===== src/rtl/mem_port_arbiter.sv =====
// Arbitrates one 32-bit memory port between instruction fetch (A) and data access (B).
// Each access runs grant -> issue -> wait LATENCY edges -> one-cycle Ack response.
module mem_port_arbiter #(
    parameter int unsigned LATENCY = 2,
    parameter bit          RR      = 1'b1
) (
    input  logic        Clk,
    input  logic        Reset,
    input  logic        ReqA,
    input  logic [31:0] AddrA,
    input  logic        ReqB,
    input  logic [31:0] AddrB,
    input  logic [31:0] WDataB,
    input  logic        WeB,
    input  logic [31:0] MemRData,
    output logic        AckA,
    output logic        AckB,
    output logic [31:0] RData,
    output logic        MemSel,
    output logic [31:0] MemAddr,
    output logic [31:0] MemWData,
    output logic        MemEn,
    output logic        MemWe,
    output logic        Busy
);

    localparam int unsigned DW = 32;
    localparam int unsigned CW = 4;

    typedef enum logic [1:0] {
        IDLE   = 2'd0,
        ACCESS = 2'd1,
        RESP   = 2'd2
    } state_t;

    state_t          state, state_n;
    logic [CW-1:0]   cnt, cnt_n;
    logic            last_b, last_b_n;
    logic            wr, wr_n;
    logic            grant_b_c;
    logic            ack_a_n, ack_b_n;
    logic [DW-1:0]   rdata_n;
    logic            sel_n;
    logic [DW-1:0]   addr_n;
    logic [DW-1:0]   wdata_n;
    logic            en_n;
    logic            we_n;
    logic            busy_n;

    // Winner selection; on a tie RR favours whoever was not served last.
    always_comb begin
        grant_b_c = ReqB;
        if (ReqA && ReqB) begin
            grant_b_c = RR ? !last_b : 1'b1;
        end
    end

    // Next-state and next-output logic.
    always_comb begin
        state_n  = state;
        cnt_n    = cnt;
        last_b_n = last_b;
        wr_n     = wr;
        ack_a_n  = 1'b0;
        ack_b_n  = 1'b0;
        rdata_n  = RData;
        sel_n    = MemSel;
        addr_n   = MemAddr;
        wdata_n  = MemWData;
        en_n     = MemEn;
        we_n     = MemWe;

        case (state)
            IDLE: begin
                if (ReqA || ReqB) begin
                    state_n  = ACCESS;
                    cnt_n    = CW'(LATENCY);
                    last_b_n = grant_b_c;
                    sel_n    = grant_b_c;
                    addr_n   = grant_b_c ? AddrB : AddrA;
                    wdata_n  = grant_b_c ? WDataB : '0;
                    wr_n     = grant_b_c & WeB;
                    we_n     = grant_b_c & WeB;
                    en_n     = 1'b1;
                end
            end
            ACCESS: begin
                en_n  = 1'b0;
                we_n  = 1'b0;
                cnt_n = cnt - CW'(1);
                // Strobes are already gone by now, so the latched wr decides capture.
                if (cnt == CW'(1)) begin
                    if (!wr) begin
                        rdata_n = MemRData;
                    end
                    ack_a_n = !MemSel;
                    ack_b_n = MemSel;
                    state_n = RESP;
                end
            end
            RESP: begin
                state_n = IDLE;
            end
            default: begin
                state_n = IDLE;
            end
        endcase

        busy_n = (state_n != IDLE);
    end

    // State and output registers.
    always_ff @(posedge Clk) begin
        if (Reset) begin
            state    <= IDLE;
            cnt      <= '0;
            last_b   <= 1'b0;
            wr       <= 1'b0;
            AckA     <= 1'b0;
            AckB     <= 1'b0;
            RData    <= '0;
            MemSel   <= 1'b0;
            MemAddr  <= '0;
            MemWData <= '0;
            MemEn    <= 1'b0;
            MemWe    <= 1'b0;
            Busy     <= 1'b0;
        end else begin
            state    <= state_n;
            cnt      <= cnt_n;
            last_b   <= last_b_n;
            wr       <= wr_n;
            AckA     <= ack_a_n;
            AckB     <= ack_b_n;
            RData    <= rdata_n;
            MemSel   <= sel_n;
            MemAddr  <= addr_n;
            MemWData <= wdata_n;
            MemEn    <= en_n;
            MemWe    <= we_n;
            Busy     <= busy_n;
        end
    end

endmodule


===== config.mk =====
export PLATFORM = sky130hd
export DESIGN_NAME = mem_port_arbiter
export DESIGN_NICKNAME = d
export VERILOG_FILES = /design/src/rtl/mem_port_arbiter.sv
export SDC_FILE = /design/constraint.sdc
export NUM_CORES = 1
export LEC_CHECK = 0
export BUFFER_PORTS_ARGS = -buffer_cell sky130_fd_sc_hd__clkbuf_2
export CORE_MARGIN = 3
export CORE_UTILIZATION = 40
export CTS_BUF_LIST = sky130_fd_sc_hd__clkbuf_8
export DETAILED_ROUTE_END_ITERATION = 8
export GPL_ROUTABILITY_DRIVEN = 1
export HOLD_SLACK_MARGIN = 0.02
export PLACE_DENSITY = 0.73
export SLEW_MARGIN = 5
export SYNTH_ARGS = -nofsm -noshare
export SYNTH_HDL_FRONTEND = slang
export SYNTH_SLANG_ARGS = --single-unit

===== constraint.sdc =====
create_clock -name Clk -period 2.6 [get_ports Clk]
set_input_delay 0.52 -clock Clk [delete_from_list [all_inputs] [get_ports Clk]]
set_output_delay 0.52 -clock Clk [all_outputs]
set_load 0.005 [all_outputs]

# Yosys cells after proc, flatten, opt, wreduce, memory -nomap -nowiden
# Index checks and enable logic that the tools add are counted.
[word_totals]
rom_bits = 0
out_inout_bits = 102
regBits = 109
ram_bits = 0
input_bits = 133
latch_bits = 0
elab_cells = 42
memories = 0
[op_classes]
n_shift = 0
bitwise = 4
eq_ne = 3
n_reduce_logical = 10
order_cmp = 0
mux = 12
addsub = 1
multipliers = 0
div = 0
[ops]
columns = ["cell", "count"]
rows = [
  ["$mux 32", 2],
  ["$pmux 4 s2", 1],
  ["$eq 4x1->1 const B", 1],
  ["$mux 2", 2],
  ["$mux 4", 1],
  ["$pmux 1 s2", 2],
  ["$pmux 2 s2", 1],
  ["$reduce_and 2->1", 2],
  ["$reduce_bool 2->1", 2],
  ["$sub 4x1->4 const B", 1],
  ["$mux 1", 3],
  ["$not 1->1", 3],
  ["$reduce_and 3->1", 1],
  ["$reduce_or 3->1", 1],
  ["$eq 2x1->1 const B", 1],
  ["$logic_not 2->1", 1],
  ["$ne 2x2->1 const B", 1],
  ["$and 1x1->1", 1],
  ["$logic_and 1x1->1", 1],
  ["$logic_not 1->1", 1],
  ["$logic_or 1x1->1", 1],
]

# Longest topological paths before layout
[logic_depth]
word_depth = 5
mapped_depth = 6
ltp_nobuf = 5

# Least setup slack after synthesis
# No wires, ideal clock.
[synth_timing]
path_kind = "reg-to-reg"
start = "reg cnt[0]"
end = "reg RData[0]"
t_arrival_ns = 1.608
slack_ns = 0.920
t_required_ns = 2.528
period_less_slack_ns = 1.680
path_stages_with_launch = 6
path_buffers = 1
setup_time_ns = 0.072
cell_sequence = "dfxtp_1 ha_1 or3b_4 nor3_4 buf_8 mux2i_1"
[synth_via]
elab_chain_cells = 2
[synth_lines]
columns = ["element", "line", "source"]
rows = [
  ["start: declaration", "37", "logic [CW-1:0] cnt, cnt_n;"],
  ["start signal: assignment", "130", "cnt <= cnt_n;"],
  ["$eq 4x1->1", "92", "if (cnt == CW'(1)) begin"],
  ["$reduce_and 3->1 (no source line)", "n/a", ""],
  ["end signal: assignment", "135", "RData <= rdata_n;"],
  ["end: declaration", "18", "output logic [31:0] RData,"],
]
# Every way passes these cells.
# A chain may end at the register's enable or synchronous reset.

# Final worst setup path
[layout_timing]
start = "reg state[0]"
end = "reg MemAddr[2]"
[layout_via]
elab_chain_cells = 2
[layout_lines]
columns = ["element", "line", "source"]
rows = [
  ["start: declaration", "36", "state_t state, state_n;"],
  ["start signal: assignment", "129", "state <= state_n;"],
  ["$logic_not 2->1", "73", "case (state)"],
  ["$reduce_and 2->1 (no source line)", "n/a", ""],
  ["end signal: assignment", "137", "MemAddr <= addr_n;"],
  ["end: declaration", "20", "output logic [31:0] MemAddr,"],
]
# Every way passes these cells.

==> metrics.md <==
| Metric | Value |
|---|---|
| Outcome | `finished clean` |
| Grt total ovfl | `0` |
| Router iterations before antenna repair | `4` |
| Via count | `4,105` |
| Routed wire length | `12,100 µm` |
| Reg2reg start | `state[0]` |
| CTS HTree Levels | `3` |
| Worst Max-Slew Pin Slew | `1.22 ns` |
| Final period util | `roughly four fifths` |
| Post-DR wirelength/cell | `15.1 µm` |
| Final min period | `~2.1 ns` |
| Fin util | `a little under three fifths` |
| Fill cells | `949` |
| Gate Count Post-Synth | `450` |
| Largest net degree at the start of global routing | `between 50 and 60` |
| Tot Pwr | `3490 µW` |
| Worst skew pair latency | `0.36 ns` |
| Die Y | `roughly 110 µm` |
| CP arrival | `~2.3 ns` |
| Layout area overhead | `31.8%` |
| Cell count of the worst reg-to-reg path | `4` |
| Post-synth top cells | `dfxtp_1 (109), nand2_1 (68), nand2b_1 (65)` |
| Critical Path Sink Type | `flop` |
| Iter 0 DRT Violations | `270` |
| Chip Width | `111 µm` |
| Port Buffers | `234` |
| Starting Density | `41.8%` |
| Syn nets | `585` |
| Post-layout nets | `797` |
| Num rows | `37` |
| Final worst setup slack | `0.516 ns` |
| CTS sink cnt | `approximately 110` |
| Worst VDD drop | `around 0.36 mV` |
| Top area cells in the synthesized netlist | `dfxtp_1 (50%), nand2b_1 (9.3%), mux2i_1 (7.3%), a22o_1 (6.6%), a311oi_1 (6.6%)` |
| GRT Total Usage | `19.2%` |
| Post-Syn Area | `4390 µm²` |
| Hold path depth | `2` |
| Clock Tree Buf Depth | `2` |
| Antenna-violating nets left | `0` |
| Placer Congestion | `around 0.86` |
| Hold Buf Count CTS | `0` |
| Setup TNS | `0 ns` |
| Root Buffer | `clkbuf_8` |
| Full die area | `12,300 µm²` |
| RSZ-0062 raised after global routing | `no` |
| Layout cells sized above 1 | `between 30% and 40%` |
| Final Hold Fails | `0` |
| Ys async rst share | `0%` |
| CTS Buf Count | `9` |
| Worst Path Required | `~2.8 ns` |
| Pwr dens | `a little over 600 nW/µm²` |
| Slew Limit Fails | `0` |
| First-pass GRT wire length | `roughly 20,000 µm` |
| Initial antenna violation count | `0` |
| Maximum clock rate | `480 MHz` |
| EDFF count, synth | `0` |
| Lkg Pwr | `0.00267 µW` |
| Setup WS pre-CTS | `approximately 0.42 ns` |
| Sequential share of the synthesized area | `49.7%` |
| Hold Path End | `MemWData[27]` |
| Core area | `~11,000 µm²` |
| Max Cap Viol | `0` |
| Yosys reg bits | `approximately 110` |
| Hold Path Origin | `WDataB[27]` |
| Post-CTS Repair Setup Buffers | `0` |
| Hold Crit Class | `in2reg` |
| Relative slew margins | `18.7%` |
| Final setup violation count | `0` |
| Resize count post-CTS | `0` |
| DP HPWL | `8910 µm` |
| Ys flop type | `dfxtp_1` |
| Clk slew on worst S/H paths | `0.12 ns` |
| Placed cell count | `787` |
| Post-synth top area share | `just under 50%` |
| Crit path launch type | `flop` |
| Non-Filler Instances | `803` |
| R2R Path End | `MemAddr[2]` |
| # DRC | `0` |
| Most frequent cell after synthesis | `dfxtp_1` |
| Mean post-synth cell area | `9.75 µm²` |
| Flop-to-flop setup slack | `around 0.52 ns` |
| Skew final | `0.0181 ns` |
| Antenna diodes | `0` |
| CTS tree | `done` |
| Netlist cell types | `34` |
| WS Path Type | `reg2reg` |
| Number of synthesis warnings | `0` |
| I/O pins | `roughly 240` |
| Via density | `slightly above 5` |
| Number of global-route vias before repair | `4,052` |
| CP Max Fanout | `33` |
| Leading area contributor after synthesis | `dfxtp_1` |
==> power by group <==
part	internal [µW]	switching, µW
Sequential	1790	74.5
Combinational	297	313
Clock	383	637
==> registers in the layout (all words and copies together) (netlist names) <==
signal / flops
state: 2
cnt: 4
MemEn: 1
AckA: 1
RData: 32
Busy: 1
MemWData: 32
AckB: 1
last_b: 1
wr: 1
MemAddr: 32
MemWe: 1
==> worst max-delay path: stages (launching register included) <==
cell	delay, ns
dfxtp_1	0.35
nor2_2	0.10
buf_4	0.22
and2_1	0.98
a311oi_1	0.25
==> layer usage <==
metal	wire [µm]	track usage, %
met1	5000	25.0
met2	5910	31.6
met3	1050	4.20
met4	138	6.24
met5	0	0
==> area by class of cell <==
cell class / count / area [µm²] / area share (%)
well taps: 136 / 170 / 2.94
clock buffers: 9 / 124 / 2.14
repair buffers: 242 / 1240 / 21.5
multi-input cells: 297 / 1980 / 34.2
clock inverters: 7 / 78.8 / 1.36
flip-flops and latches: 109 / 2180 / 37.7
inverters: 3 / 11.3 / 0.195
==> worst max path at each step <==
stage                  start           end  depth (start not counted)
CTS                 state[0]    MemAddr[2]                          4
global route        state[0]  MemWData[20]                          4
floorplan             cnt[0]      RData[0]                          5
detailed placement      ReqA    MemAddr[2]                          4
finish              state[0]    MemAddr[2]                          4
global placement        ReqA   MemAddr[24]                          4
==> logic make-up after synthesis <==
| group | after synthesis | synth area share (%) |
|---|---|---|
| mux | 33 | 7.55 |
| fa+ha+maj | 2 | 0.570 |
| xor+xnor | 1 | 0.200 |
| buf+inv | 44 | 5.39 |
| flops | 109 | 49.7 |
| compound gates | 110 | 18.7 |
| simple gates | 151 | 17.9 |
==> metrics by stage <==
stage | hold slack, ns | instance area [µm²]
final | 0.361 | 5790
after CTS | 0.335 | 5790
after global placement | 0.445 | 5580
after floorplan | 0.453 | 4390
after detailed placement | 0.453 | 5580
after global routing | 0.330 | 5790
==> placed cells by master, fill, tap and decap left out, drive strengths merged, types with 2 or more instances in the layout <==
| cell type | synthesis | routed |
|---|---|---|
| clkinv | 0 | 4 |
| dfxtp | 109 | 109 |
| nand2b | 65 | 65 |
| nor3 | 4 | 4 |
| and2 | 2 | 2 |
| nand2 | 68 | 68 |
| inv | 3 | 6 |
| buf | 19 | 8 |
| nor2 | 3 | 3 |
| mux2i | 32 | 32 |
| a21oi | 39 | 39 |
| nor4 | 2 | 2 |
| a311oi | 33 | 33 |
| ha | 2 | 2 |
| clkbuf | 22 | 243 |
| a22o | 33 | 33 |
Power figures use the tool's default switching activity.
